## src/rtl/seven_segment_scan.sv

```systemverilog
// Time-multiplexed driver for a bank of common-anode hex 7-segment digits.
// It scans one digit per slot and holds a load-strobed display register.
// Each digit has its own decimal point, and leading zeros can be blanked.
// Brightness is set by PWM within each slot, and selected digits can blink.
// All outputs are registered.
module seven_segment_scan #(
    parameter int DIGITS     = 8,
    parameter int DIV_BITS   = 18,
    parameter int PWM_BITS   = 4,
    parameter int BLINK_BITS = 5
) (
    input  logic                  clk,
    input  logic                  resetn,
    input  logic [4*DIGITS-1:0]   num_in,
    input  logic [DIGITS-1:0]     dp_in,
    input  logic                  load,
    input  logic                  blank_lz,
    input  logic [DIGITS-1:0]     blink_mask,
    input  logic [PWM_BITS-1:0]   brightness,
    output logic [DIGITS-1:0]     an_out,
    output logic [7:0]            c_out,
    output logic                  frame_done
);

    localparam int IDX_W = (DIGITS > 1) ? $clog2(DIGITS) : 1;
    localparam logic [IDX_W-1:0] LAST_IDX = IDX_W'(DIGITS - 1);

    logic [DIV_BITS-1:0]   pre;
    logic [IDX_W-1:0]      idx;
    logic [BLINK_BITS-1:0] frame_cnt;
    logic                  ph;
    logic                  wrap_q;
    logic [4*DIGITS-1:0]   num_reg;
    logic [DIGITS-1:0]     dp_reg;

    logic                  slot_end;
    logic                  wrap;
    logic [PWM_BITS-1:0]   pwm_field;
    logic [3:0]            cur_nib;
    logic                  cur_dp;
    logic                  cur_blink;
    logic                  cur_lz;
    logic                  lead_zero;
    logic [DIGITS-1:0]     an_lit;
    logic [6:0]            seg;
    logic                  blank;

    assign slot_end  = &pre;
    assign wrap      = slot_end && (idx == LAST_IDX);
    assign pwm_field = pre[DIV_BITS-1 -: PWM_BITS];

    // Display register: captures the digits and decimal points only on load.
    always_ff @(posedge clk) begin
        if (!resetn) begin
            num_reg <= '0;
            dp_reg  <= '0;
        end else if (load) begin
            num_reg <= num_in;
            dp_reg  <= dp_in;
        end
    end

    // Scan timing: prescaler, digit index, frame counter and blink phase.
    always_ff @(posedge clk) begin
        if (!resetn) begin
            pre       <= '0;
            idx       <= '0;
            frame_cnt <= '0;
            ph        <= 1'b0;
            wrap_q    <= 1'b0;
        end else begin
            pre    <= pre + 1'b1;
            wrap_q <= wrap;
            if (slot_end) begin
                idx <= wrap ? '0 : idx + 1'b1;
            end
            if (wrap) begin
                frame_cnt <= frame_cnt + 1'b1;
                if (&frame_cnt) begin
                    ph <= ~ph;
                end
            end
        end
    end

    // Select the current digit's data.
    // Leading-zero status is built by walking from the most significant digit downwards.
    always_comb begin
        cur_nib   = '0;
        cur_dp    = 1'b0;
        cur_blink = 1'b0;
        cur_lz    = 1'b0;
        lead_zero = 1'b1;
        an_lit    = '1;
        for (int unsigned k = 0; k < DIGITS; k++) begin
            lead_zero = lead_zero && (num_reg[4*(DIGITS-1-k) +: 4] == 4'h0);
            if (idx == IDX_W'(DIGITS - 1 - k)) begin
                cur_lz = lead_zero;
            end
            if (idx == IDX_W'(k)) begin
                cur_nib   = num_reg[4*k +: 4];
                cur_dp    = dp_reg[k];
                cur_blink = blink_mask[k];
                an_lit[k] = 1'b0;
            end
        end
    end

    // Active-low hex decode for segments a..g.
    always_comb begin
        seg = 7'h7F;
        case (cur_nib)
            4'h0: seg = 7'h40;
            4'h1: seg = 7'h79;
            4'h2: seg = 7'h24;
            4'h3: seg = 7'h30;
            4'h4: seg = 7'h19;
            4'h5: seg = 7'h12;
            4'h6: seg = 7'h02;
            4'h7: seg = 7'h78;
            4'h8: seg = 7'h00;
            4'h9: seg = 7'h10;
            4'hA: seg = 7'h08;
            4'hB: seg = 7'h03;
            4'hC: seg = 7'h46;
            4'hD: seg = 7'h21;
            4'hE: seg = 7'h06;
            4'hF: seg = 7'h0E;
            default: seg = 7'h7F;
        endcase
    end

    // Blank the digit when any of these holds:
    // dead cycle, PWM off-phase, blink off-phase, or leading zero.
    always_comb begin
        blank = (pre == '0)
             || (pwm_field > brightness)
             || (cur_blink && ph)
             || (blank_lz && (idx != '0) && cur_lz);
    end

    // Output register: anodes, cathodes and the frame pulse.
    always_ff @(posedge clk) begin
        if (!resetn) begin
            an_out     <= '1;
            c_out      <= 8'hFF;
            frame_done <= 1'b0;
        end else begin
            frame_done <= wrap_q;
            if (blank) begin
                an_out <= '1;
                c_out  <= 8'hFF;
            end else begin
                an_out <= an_lit;
                c_out  <= {~cur_dp, seg};
            end
        end
    end

endmodule

```

## config.mk

```make
export PLATFORM = sky130hd
export DESIGN_NAME = seven_segment_scan
export DESIGN_NICKNAME = d
export VERILOG_FILES = /design/src/rtl/seven_segment_scan.sv
export SDC_FILE = /design/constraint.sdc
export NUM_CORES = 1
export LEC_CHECK = 0
export CORE_MARGIN = 2
export CORE_UTILIZATION = 40
export CTS_BUF_LIST = sky130_fd_sc_hd__clkbuf_8 sky130_fd_sc_hd__clkbuf_16
export DETAILED_ROUTE_END_ITERATION = 10
export GPL_TIMING_DRIVEN = 0
export MAX_ROUTING_LAYER = met4
export PLACE_DENSITY = 0.67
export SETUP_SLACK_MARGIN = 0.3
export SLEW_MARGIN = 20
export SYNTH_ARGS = -nofsm -noshare
export SYNTH_HDL_FRONTEND = slang
export SYNTH_SLANG_ARGS = --single-unit
```

## constraint.sdc

```tcl
create_clock -name clk -period 3.3 [get_ports clk]
set_input_delay 0.99 -clock clk [delete_from_list [all_inputs] [get_ports clk]]
set_output_delay 0.99 -clock clk [all_outputs]
set_load 0.1 [all_outputs]
```

==> flow_summary.ini <==
[sta]
drv_slew = 0
max_clock_freq_mhz = 347
max_slew_margin_pct = 35.2
min_period_over_period_pct = 87.2
rsz0062_at_grt = true
final-setup-viol-count = 0
layout_setup_ws_ns = 0.422
max_slew.worst_pin.slew_ns = 0.969
period_minus_slack_ns = 2.88
skew_ns = 0.0146
hold_viol_final = 0

[placed_design]
dpl.hpwl_microns = 8300
dp_slack_ns = -0.0946
gp_congestion = 0.904
port_buffers = 71

[setup_path]
slowest_stage = clkdlybuf4s50_1
crit_path_end_kind = register
r2r_end = c_out[3]
cp_data_arrival_time_ns = 3.08
critical_path.max_stage_delay_ns = 0.45
cp_max_fo = 10
crit_family = compound AO/OA/AOI/OAI gates
crit_type = in2reg
crit_chain = clkdlybuf4s50_1 -> inv_1 -> ha_1 -> nor2b_1 -> o21a_1 -> o21ai_0 -> nand2b_1 -> a211oi_4 -> buf_4 -> o2111ai_1
cp.required_ns = 3.51
r2r_setup_slack_ns = 0.47
crit_buf_inv = 3
worstReg2RegStart = idx[0]
r2r_cells = 12
startpoint_type = primary input

[pwr]
total_power_w = 0.00226
leakagePower_nw = 2.21
powerDensity_nw_per_um2 = 411
irDropWorstVdd_mv = 0.327

[synthesis]
syn_area_sq_um = 4320
yosysWarnings = 0
synth_top_area_cell = dfxtp_1
synth-edff-count = 0
synthCells = 482
synth_top_area_share_pct = 39.4
syn_area_per_cell_sq_um = 8.97
ys_ff_latch = 85
synth-main-ff-cell = dfxtp_1
syn_nets = 555
synth-async-reset-ratio_pct = 0
ys_types = 60
yosysSeqAreaShare_pct = 39.4
netlist_top_cells_area = dfxtp_1 (39%), mux2i_1 (11%), nor2_1 (6.2%), ha_1 (4.9%), a21oi_1 (3.2%)
netlist_top_cells_count = dfxtp_1 (85), nor2_1 (71), mux2i_1 (48)
yosysMostFrequentCell = dfxtp_1

[clock_network]
cts_tree = built
clock_path_buffers = 2
clkTransAtPathRegs_ns = 0.08
cts_sinks = 85
clk_latency_ns = 0.37
numCtsBuffers = 9
cts_max_level = 3
root_buffer = clkbuf_8

[final_layout]
antenna_cells = 0
nFillCells = 957
drive_above_1_share_pct = 9.23
final_core_util_pct = 52.7
largest_reg_flops = 32
syn2layout_area_growth_pct = 26.9
finalNetCount = 642
regArea_sq_um = 1710
multi_input_area_sq_um = 2350

[worst_hold_path]
hold_start = wrap_q
hold_depth = 1
holdPathEnd = frame_done
hp-class = reg2reg

[run_status]
status = complete, no violations

[detailed_routing]
drtAntennaViolNets = 0
drt-initial-drc-count = 192
dr.pass1.iters = 6
vias = 3755
wl_microns = 10900
wl_per_cell_microns = 15.3
routed_via_density = 5.29
route.detailed.drc = 0

[global_routing]
grt.overflow.total = 0
grt_max_degree = 15
grt_pass1_wl_microns = 17700
grt_pass1_vias = 3598
grt.total_usage_pct = 19.9
antenna_found_initial = 0

[job]
cap_violations = 0

[die]
ios = 73
die_h_microns = 108
rows = 37
dieWidth_microns = 108
die-area_sq_um = 11700
initial_core_util_pct = 41.5
core_sq_um = 10400
## where the power goes
part	switching [W]	internal, W	total, W
registers	0.0000314	0.00107	0.00110
clock network	0.000383	0.000423	0.000807
logic	0.000195	0.000155	0.000350
total	0.000610	0.00165	0.00226
## placed cells by master, fill, tap and decap left out, types with 9 or more instances in the layout
cell / synthesis / layout
mux2i_1: 48 / 48
xor2_1: 10 / 10
a21oi_1: 28 / 28
dfxtp_1: 85 / 84
clkbuf_8: 0 / 9
inv_1: 27 / 28
nand3_1: 12 / 12
clkdlybuf4s50_1: 0 / 71
nand2_1: 24 / 24
nor2_1: 71 / 71
o21ai_0: 15 / 14
nor4_1: 9 / 9
nand4_1: 13 / 13
ha_1: 17 / 16
## metal layers
layer	GRT usage, %	routed length (microns)	up-vias
li1	-	-	1866
met1	24.2	4910	1762
met2	32.1	5050	103
met3	3.98	631	24
met4	8.88	305	0
met5	-	0	-
## stage by stage
| stage | std cells | hold WS (ns) | area (sq um) | TNS [ns] |
|---|---|---|---|---|
| 2_1_floorplan | 482 | 0.412 | 4320 | 0 |
| 3_3_place_gp | 689 | 0.431 | 5200 | -0.104 |
| 3_5_place_dp | 689 | 0.422 | 5200 | -0.222 |
| 4_1_cts | 706 | 0.453 | 5440 | 0 |
| 5_1_grt | 710 | 0.467 | 5490 | 0 |
| 6_report | 710 | 0.464 | 5490 | 0 |
## worst max-delay path by stage
stage                     cells past startpoint          start        to
final                                        10  brightness[1]  c_out[5]
after global routing                         14         idx[2]  c_out[3]
after CTS                                    14         idx[2]  c_out[3]
after detailed placement                     14         idx[2]  c_out[3]
after global placement                       14         idx[2]  c_out[3]
after floorplan                              14         idx[2]  c_out[3]
## kinds of logic after synthesis
logic type	synth area share (%)
and+or+nand+nor	21.4
DFF	39.4
AOI/OAI and AO/OA	13.0
buffers and inverters	6.34
muxes	11.7
adders and majority gates	4.92
xor gates and xnor gates	3.24
## layout make-up
class | count | share of cell area (%)
Sequential cell | 85 | 31.1
Clock buffer | 9 | 2.26
Buffer | 28 | 3.44
Clock inverter | 7 | 1.67
Multi-Input combinational cell | 342 | 42.9
Inverter | 27 | 1.92
Timing Repair Buffer | 76 | 13.6
Tap cell | 136 | 3.10
## repair_timing
action,CTS,global route
gates cloned,0,0
hold buffers,0,0
setup endpoints to repair,7,5
resized for setup,6,8
pin swaps,0,3
setup buffers,1,4
Note: power is estimated with default switching activity, not from simulation.
